--- src/rtl/cfg_pkg.sv ---
`default_nettype none
// ============================================================================
// Module      : cfg_pkg
// Description : Shared types and helpers for the configuration word loader.
// Revision    : 1.0 - initial release
// ============================================================================
package cfg_pkg;

    typedef enum logic [1:0] {
        ST_IDLE   = 2'd0,
        ST_LOAD   = 2'd1,
        ST_COMMIT = 2'd2
    } state_t;

    localparam logic MODE_SEQ  = 1'b0;
    localparam logic MODE_RAND = 1'b1;

    // Minimum word-address width able to index a bank of the given size.
    function automatic int addr_width(input int words);
        return (words > 1) ? $clog2(words) : 1;
    endfunction

endpackage
`default_nettype wire

--- src/rtl/cfg_bank.sv ---
`default_nettype none
// ============================================================================
// Module      : cfg_bank
// Description : NUM_WORDS x WORD_W register bank with single-word write,
//               whole-bank copy-in and an indexed combinational read.
// Revision    : 1.0 - initial release
// ============================================================================
module cfg_bank #(
    parameter int WORD_W    = 32,
    parameter int NUM_WORDS = 31,
    parameter int ADDR_W    = 5,
    localparam int CFG_W    = WORD_W * NUM_WORDS
) (
    input  logic              clk,
    input  logic              reset,
    input  logic              i_wr_en,
    input  logic [ADDR_W-1:0] i_wr_addr,
    input  logic [WORD_W-1:0] i_wr_data,
    input  logic              i_load_en,
    input  logic [CFG_W-1:0]  i_load_data,
    input  logic [ADDR_W-1:0] i_rd_addr,
    output logic [WORD_W-1:0] o_rd_data,
    output logic [CFG_W-1:0]  o_words
);

    for (genvar k = 0; k < NUM_WORDS; k++) begin : g_word
        logic [WORD_W-1:0] r_word;

        always_ff @(posedge clk or negedge reset) begin
            if (!reset) begin
                r_word <= '0;
            end else if (i_load_en) begin
                r_word <= i_load_data[k*WORD_W +: WORD_W];
            end else if (i_wr_en && (i_wr_addr == ADDR_W'(k))) begin
                r_word <= i_wr_data;
            end
        end

        assign o_words[k*WORD_W +: WORD_W] = r_word;
    end

    // Indices past the last word match nothing and read as zero.
    always_comb begin
        o_rd_data = '0;
        for (int k = 0; k < NUM_WORDS; k++) begin
            if (i_rd_addr == ADDR_W'(k)) begin
                o_rd_data = o_words[k*WORD_W +: WORD_W];
            end
        end
    end

endmodule
`default_nettype wire

--- src/rtl/cfg_word_loader.sv ---
`default_nettype none
// ============================================================================
// Module      : cfg_word_loader
// Description : Streams configuration words into a shadow bank and commits
//               the whole bank atomically to the active configuration.
// Revision    : 1.0 - initial release
// ============================================================================
module cfg_word_loader
    import cfg_pkg::*;
#(
    parameter int WORD_W    = 32,
    parameter int NUM_WORDS = 31,
    parameter int ADDR_W    = 5,
    localparam int CFG_W    = WORD_W * NUM_WORDS
) (
    input  logic              clk,
    input  logic              reset,
    input  logic              io_start,
    input  logic              io_mode,
    input  logic [WORD_W-1:0] io_d_in,
    input  logic [ADDR_W-1:0] io_d_addr,
    input  logic              io_d_valid,
    output logic              io_d_ready,
    input  logic              io_commit,
    output logic [CFG_W-1:0]  io_configs_out,
    output logic              io_done,
    output logic              io_err,
    input  logic [ADDR_W-1:0] io_rd_addr,
    output logic [WORD_W-1:0] io_rd_data
);

    localparam int              C_MIN_ADDR_W = addr_width(NUM_WORDS);
    localparam logic [ADDR_W:0] C_NUM_WORDS  = (ADDR_W + 1)'(NUM_WORDS);
    localparam logic [ADDR_W-1:0] C_LAST_PTR = ADDR_W'(NUM_WORDS - 1);

    if (ADDR_W < C_MIN_ADDR_W) begin : g_addr_w_check
        $error("cfg_word_loader: ADDR_W too small for NUM_WORDS");
    end

    state_t              r_state;
    state_t              w_next_state;
    logic [ADDR_W-1:0]   r_ptr;
    logic                r_mode;
    logic                r_done;
    logic                r_err;
    logic [WORD_W-1:0]   r_rd_data;

    logic                w_ready;
    logic                w_accept;
    logic                w_restart;
    logic                w_in_range;
    logic                w_wr_en;
    logic [ADDR_W-1:0]   w_wr_addr;
    logic                w_commit;
    logic [CFG_W-1:0]    w_shadow_words;
    logic [WORD_W-1:0]   w_active_rd;
    logic [WORD_W-1:0]   w_shadow_rd_unused;

    assign w_in_range = ({1'b0, io_d_addr} < C_NUM_WORDS);

    always_comb begin
        w_next_state = r_state;
        w_ready      = 1'b0;
        w_accept     = 1'b0;
        w_restart    = 1'b0;
        w_wr_en      = 1'b0;
        w_wr_addr    = r_ptr;
        w_commit     = 1'b0;
        case (r_state)
            ST_IDLE: begin
                if (io_start) begin
                    w_restart    = 1'b1;
                    w_next_state = ST_LOAD;
                end
            end
            ST_LOAD: begin
                w_ready  = ~io_start;
                w_accept = io_d_valid & w_ready;
                if (io_start) begin
                    w_restart = 1'b1;
                end else if (r_mode == MODE_SEQ) begin
                    if (w_accept) begin
                        w_wr_en = 1'b1;
                        if (r_ptr == C_LAST_PTR) begin
                            w_next_state = ST_COMMIT;
                        end
                    end
                end else begin
                    // A word accepted alongside io_commit still lands before the copy.
                    if (w_accept && w_in_range) begin
                        w_wr_en   = 1'b1;
                        w_wr_addr = io_d_addr;
                    end
                    if (io_commit) begin
                        w_next_state = ST_COMMIT;
                    end
                end
            end
            ST_COMMIT: begin
                w_commit     = 1'b1;
                w_next_state = ST_IDLE;
            end
            default: begin
                w_next_state = ST_IDLE;
            end
        endcase
    end

    always_ff @(posedge clk or negedge reset) begin
        if (!reset) begin
            r_state   <= ST_IDLE;
            r_ptr     <= '0;
            r_mode    <= MODE_SEQ;
            r_done    <= 1'b0;
            r_err     <= 1'b0;
            r_rd_data <= '0;
        end else begin
            r_state   <= w_next_state;
            r_rd_data <= w_active_rd;
            if (w_restart) begin
                r_ptr  <= '0;
                r_mode <= io_mode;
                r_done <= 1'b0;
                r_err  <= 1'b0;
            end else begin
                if (w_accept && (r_mode == MODE_SEQ)) begin
                    r_ptr <= r_ptr + 1'b1;
                end
                if (w_accept && (r_mode == MODE_RAND) && !w_in_range) begin
                    r_err <= 1'b1;
                end
                if (w_commit) begin
                    r_done <= 1'b1;
                end
            end
        end
    end

    cfg_bank #(
        .WORD_W    (WORD_W),
        .NUM_WORDS (NUM_WORDS),
        .ADDR_W    (ADDR_W)
    ) u_shadow (
        .clk         (clk),
        .reset       (reset),
        .i_wr_en     (w_wr_en),
        .i_wr_addr   (w_wr_addr),
        .i_wr_data   (io_d_in),
        .i_load_en   (1'b0),
        .i_load_data ('0),
        .i_rd_addr   ('0),
        .o_rd_data   (w_shadow_rd_unused),
        .o_words     (w_shadow_words)
    );

    cfg_bank #(
        .WORD_W    (WORD_W),
        .NUM_WORDS (NUM_WORDS),
        .ADDR_W    (ADDR_W)
    ) u_active (
        .clk         (clk),
        .reset       (reset),
        .i_wr_en     (1'b0),
        .i_wr_addr   ('0),
        .i_wr_data   ('0),
        .i_load_en   (w_commit),
        .i_load_data (w_shadow_words),
        .i_rd_addr   (io_rd_addr),
        .o_rd_data   (w_active_rd),
        .o_words     (io_configs_out)
    );

    assign io_d_ready = w_ready;
    assign io_done    = r_done;
    assign io_err     = r_err;
    assign io_rd_data = r_rd_data;

endmodule
`default_nettype wire
--- config.mk ---
export PLATFORM = sky130hd
export DESIGN_NAME = cfg_word_loader
export DESIGN_NICKNAME = d
export VERILOG_FILES = /design/src/rtl/cfg_pkg.sv /design/src/rtl/cfg_bank.sv /design/src/rtl/cfg_word_loader.sv
export SDC_FILE = /design/constraint.sdc
export NUM_CORES = 2
export LEC_CHECK = 0
export BUFFER_PORTS_ARGS = -buffer_cell sky130_fd_sc_hd__buf_2
export CORE_AREA = 3 3 419 421
export DETAILED_ROUTE_END_ITERATION = 10
export DIE_AREA = 0 0 422 424
export PLACE_DENSITY = 0.75
export REMOVE_ABC_BUFFERS = 1
export SKIP_CTS_REPAIR_TIMING = 1
export SYNTH_ARGS = -nofsm -noshare
export SYNTH_HDL_FRONTEND = slang
export SYNTH_SLANG_ARGS = --single-unit
--- constraint.sdc ---
create_clock -name clk -period 2.66 [get_ports clk]
set_input_delay 0.266 -clock clk [delete_from_list [all_inputs] [get_ports clk]]
set_output_delay 0.266 -clock clk [all_outputs]
set_load 0.02 [all_outputs]
==> run summary <==
result of the run = complete, but fails checks
failing checks = setup timing
R2R setup slack = -50 ps
global-route total usage across every layer = 37.5%
routed wire length = 342000 um
GR Layer Usage met3 = 9.32%
global-route wire length before repair = 478000 um
Yosys reg bits = 2026
post-synth design cell area = 84000 sq um
cell type contributing the most total cell area after synthesis = sky130_fd_sc_hd__dfrtp_1
cell count of the worst reg-to-reg path = 8
Synth Warn # = 0
transition time at the pin with the least slew margin = 1160 ps
worst slack after detailed placement = -739 ps
Worst path top cell family by delay = compound AO/OA/AOI/OAI gates
Iter 0 DRT Violations = 7378
Die X = 422 um
Startpoint Class = flip-flop
number of buffers and inverters on the critical path = 2
maximum number of pins on one net before global-route repair = 108
number of clock sinks = 2026
pins over their slew limit = 0
Final Net Count = 7238
ratio of cells with drive above 1 in the final layout = 53.5%
CTS tree = built
maximum net fanout on the critical path = 3
number of different library cells in the post-synthesis netlist = 82
Post-Synthesis Mean Instance Area = 14.2 sq um
Reg2Reg Capture Point = io_rd_data[15]
startpoint of the worst register-to-register path = u_active.g_word[5].r_word[15]
later-pin clock latency in the skew report = 880 ps
share of the cycle needed by the critical path after routing = 102%
post-route clock skew = 42.9 ps
remaining number of nets flagged by the antenna check after routing = 0
met1 track utilization from global routing = 47.0%
remaining design rule violation count = 0
Wirelength per Cell = 35.3 um
Final Worst Setup Slack = -50.5 ps
total of max-cap violations = 0
die area = 179000 sq um
class of the most critical hold timing path = in2async
met2 track utilization from global routing = 55.7%
Critical Path End Type = flip-flop
number of synthesized flops with an enable pin = 0
Power Density = 732 nW/um^2
worst IR drop on VDD = 0.714 mV
die height = 424 um
estimated wirelength of the detail-placed design = 246000 um
leakage power = 53.6 nW
unrepaired setup endpoints after global routing = false
standard cell with the maximum stage delay on the critical path = sky130_fd_sc_hd__a311oi_1
Setup crit start = u_active.g_word[5].r_word[15]
busiest layer in global routing = met2
Relative slew margins = 22.7%
arrival time at the worst endpoint = 3500 ps
clock root buffer = sky130_fd_sc_hd__clkbuf_16
count of TritonRoute iterations in the first routing pass = 9
routed vias/inst = 6.32
leftover overflow at the end of global routing = 0
Final Power = 75.2 mW
core outline area = 172000 sq um
Cell Rows = 152
number of cells produced by synthesis = 5898
final hold vios = 0
sequential element share of the synthesized area = 60.3%
CP required = 3440 ps
number of setup violations in the final report = 1
max frequency = 369 MHz
Placer Congestion = 1.02
number of global-route vias before repair = 61600
path type of the worst setup path = reg2reg
Port Buffers = 1074
Clk pin slew, worst setup/hold paths = 60 ps
area fraction of the dominant cell type after synthesis = 60.3%
primary flip-flop cell chosen by synthesis mapping = sky130_fd_sc_hd__dfrtp_1
min Tclk post-route = 2710 ps
number of buffers created by CTS = 204
share of flip-flops with an asynchronous set or reset = 100%
effective utilization at floorplan = 48.9%
leading cell types by total area after synthesis = sky130_fd_sc_hd__dfrtp_1, sky130_fd_sc_hd__mux2_2, sky130_fd_sc_hd__clkbuf_1
deepest clock path buffer count = 3
Area Growth Syn to Fin = 22.4%
list of cells traversed by the critical path = and4b_1 -> o21ai_0 -> a311o_1 -> a311oi_1 -> buf_4 -> o21ai_0 -> buf_4 -> a21oi_1
initial antenna violation count = 24
top-level I/O count = 1075
routed via count = 61200
logic depth of the worst path, buffers included = 8
capture point of the critical path = io_rd_data[15]
CTS HTree Levels = 4
longest individual stage delay on the worst path = 580 ps
[worst min path at each step]
| stage | to | slack [ps] | cells past startpoint |
|---|---|---|---|
| 2_1_floorplan | io_done | -30 | 0 |
| 3_3_place_gp | u_shadow.g_word[27].r_word[21] | 260 | 1 |
| 3_5_place_dp | u_active.g_word[27].r_word[21] | 260 | 1 |
| 4_1_cts | u_active.g_word[27].r_word[21] | -670 | 1 |
| 5_1_grt | u_active.g_word[16].r_word[17] | 30 | 2 |
| 6_report | u_active.g_word[25].r_word[22] | 20 | 2 |
[cells by family (layout without fill, tap and decap cells)]
kind of cell | count (synthesis) | count (layout) | share of synthesized area [%]
AND/OR/NAND/NOR | 589 | 589 | 3.70
adder cells (fa/ha/maj) | 2 | 2 | 0.0298
flip-flops | 2026 | 2026 | 60.3
other | 0 | 8 | 0
buffers and inverters | 485 | 1946 | 2.47
multiplexers | 2032 | 2032 | 27.2
XOR/XNOR | 3 | 3 | 0.0313
AO/OA/AOI/OAI | 761 | 761 | 6.22
[cell usage in the layout, fill, tap and decap left out, drive strengths merged, types with 11 or more instances in the layout]
cell type,instances
o211ai,28
a22oi,48
dfrtp,2026
a222oi,32
o21ai,121
nor3,79
o221ai,22
o22a,15
nor2b,22
nand3b,15
a21oi,145
a311oi,14
bufinv,11
a21o,24
mux2i,25
nor3b,16
nand2b,46
a32oi,21
and4b,17
o22ai,132
dlygate4sd3,12
clkinv,45
nand3,33
clkbuf,306
o31ai,22
buf,1544
a221oi,40
a211oi,13
nor2,160
inv,17
and3,27
a311o,16
clkinvlp,11
mux2,2007
nand2,114
[metrics by stage]
step | cell area (sq um) | TNS, ps | utilization (%) | hold WS, ps | instances
floorplan | 82000 | - | - | -29.6 | 5426
global placement | 95800 | -7910 | 55.8 | 265 | 9280
detailed placement | 95800 | -8390 | 55.8 | 261 | 9280
CTS | 103000 | -6.81 | 59.8 | -667 | 9657
global route | 103000 | 0 | 59.9 | 25.8 | 9674
finish | 103000 | -50.5 | 59.9 | 15.3 | 9677
[sequential cells by signal, indices dropped and copies added (netlist names)]
name / flops
io_done: 1
io_err: 1
io_rd_data: 32
r_ptr: 5
u_active.g_word.r_word: 992
r_mode: 1
r_state: 2
u_shadow.g_word.r_word: 992
[layer usage]
metal	vias to the layer above	routed length, um	part of all wire [%]
met5	-	27	0.0079
met4	4	32400	9.5
met3	1013	31000	9.1
met2	3596	151000	44
met1	32400	127000	37
li1	24200	-	-
[cells in the mapped netlist, types with 21 or more instances]
cell type                     n
sky130_fd_sc_hd__nor2b_1     22
sky130_fd_sc_hd__mux2i_1     25
sky130_fd_sc_hd__buf_1       38
sky130_fd_sc_hd__nor3_1      76
sky130_fd_sc_hd__o31ai_1     22
sky130_fd_sc_hd__mux2_2    1968
sky130_fd_sc_hd__nand2b_1    46
sky130_fd_sc_hd__and3_1      27
sky130_fd_sc_hd__nor2_1     156
sky130_fd_sc_hd__a32oi_1     21
sky130_fd_sc_hd__a222oi_1    32
sky130_fd_sc_hd__dfrtp_1   2026
sky130_fd_sc_hd__a22oi_1     48
sky130_fd_sc_hd__a221oi_1    40
sky130_fd_sc_hd__o211ai_1    27
sky130_fd_sc_hd__o21ai_0    117
sky130_fd_sc_hd__o22ai_1    132
sky130_fd_sc_hd__clkbuf_1   267
sky130_fd_sc_hd__o221ai_1    22
sky130_fd_sc_hd__a21oi_1    145
sky130_fd_sc_hd__mux2_1      39
sky130_fd_sc_hd__buf_2      148
sky130_fd_sc_hd__nand2_1    114
sky130_fd_sc_hd__nand3_1     33
sky130_fd_sc_hd__a21o_1      24
[final cells by class]
class	count	area (sq um)
Clock buffer	306	6070
Sequential cell	2026	50700
Multi-Input combinational cell	3387	31600
Tap cell	2310	2890
Inverter	13	48.8
Fill cell	13300	68900
Clock inverter	71	792
Timing Repair Buffer	1556	10700
Antenna cell	8	20.0
[report_power, final]
group / leakage [nW] / internal, mW / total [mW] / switching, mW
logic: 22.4 / 3.78 / 9.69 / 5.91
registers: 27.9 / 33.6 / 36.1 / 2.56
clock network: 3.36 / 16.9 / 29.4 / 12.6
No activity file was read; power rests on OpenSTA's default activity.
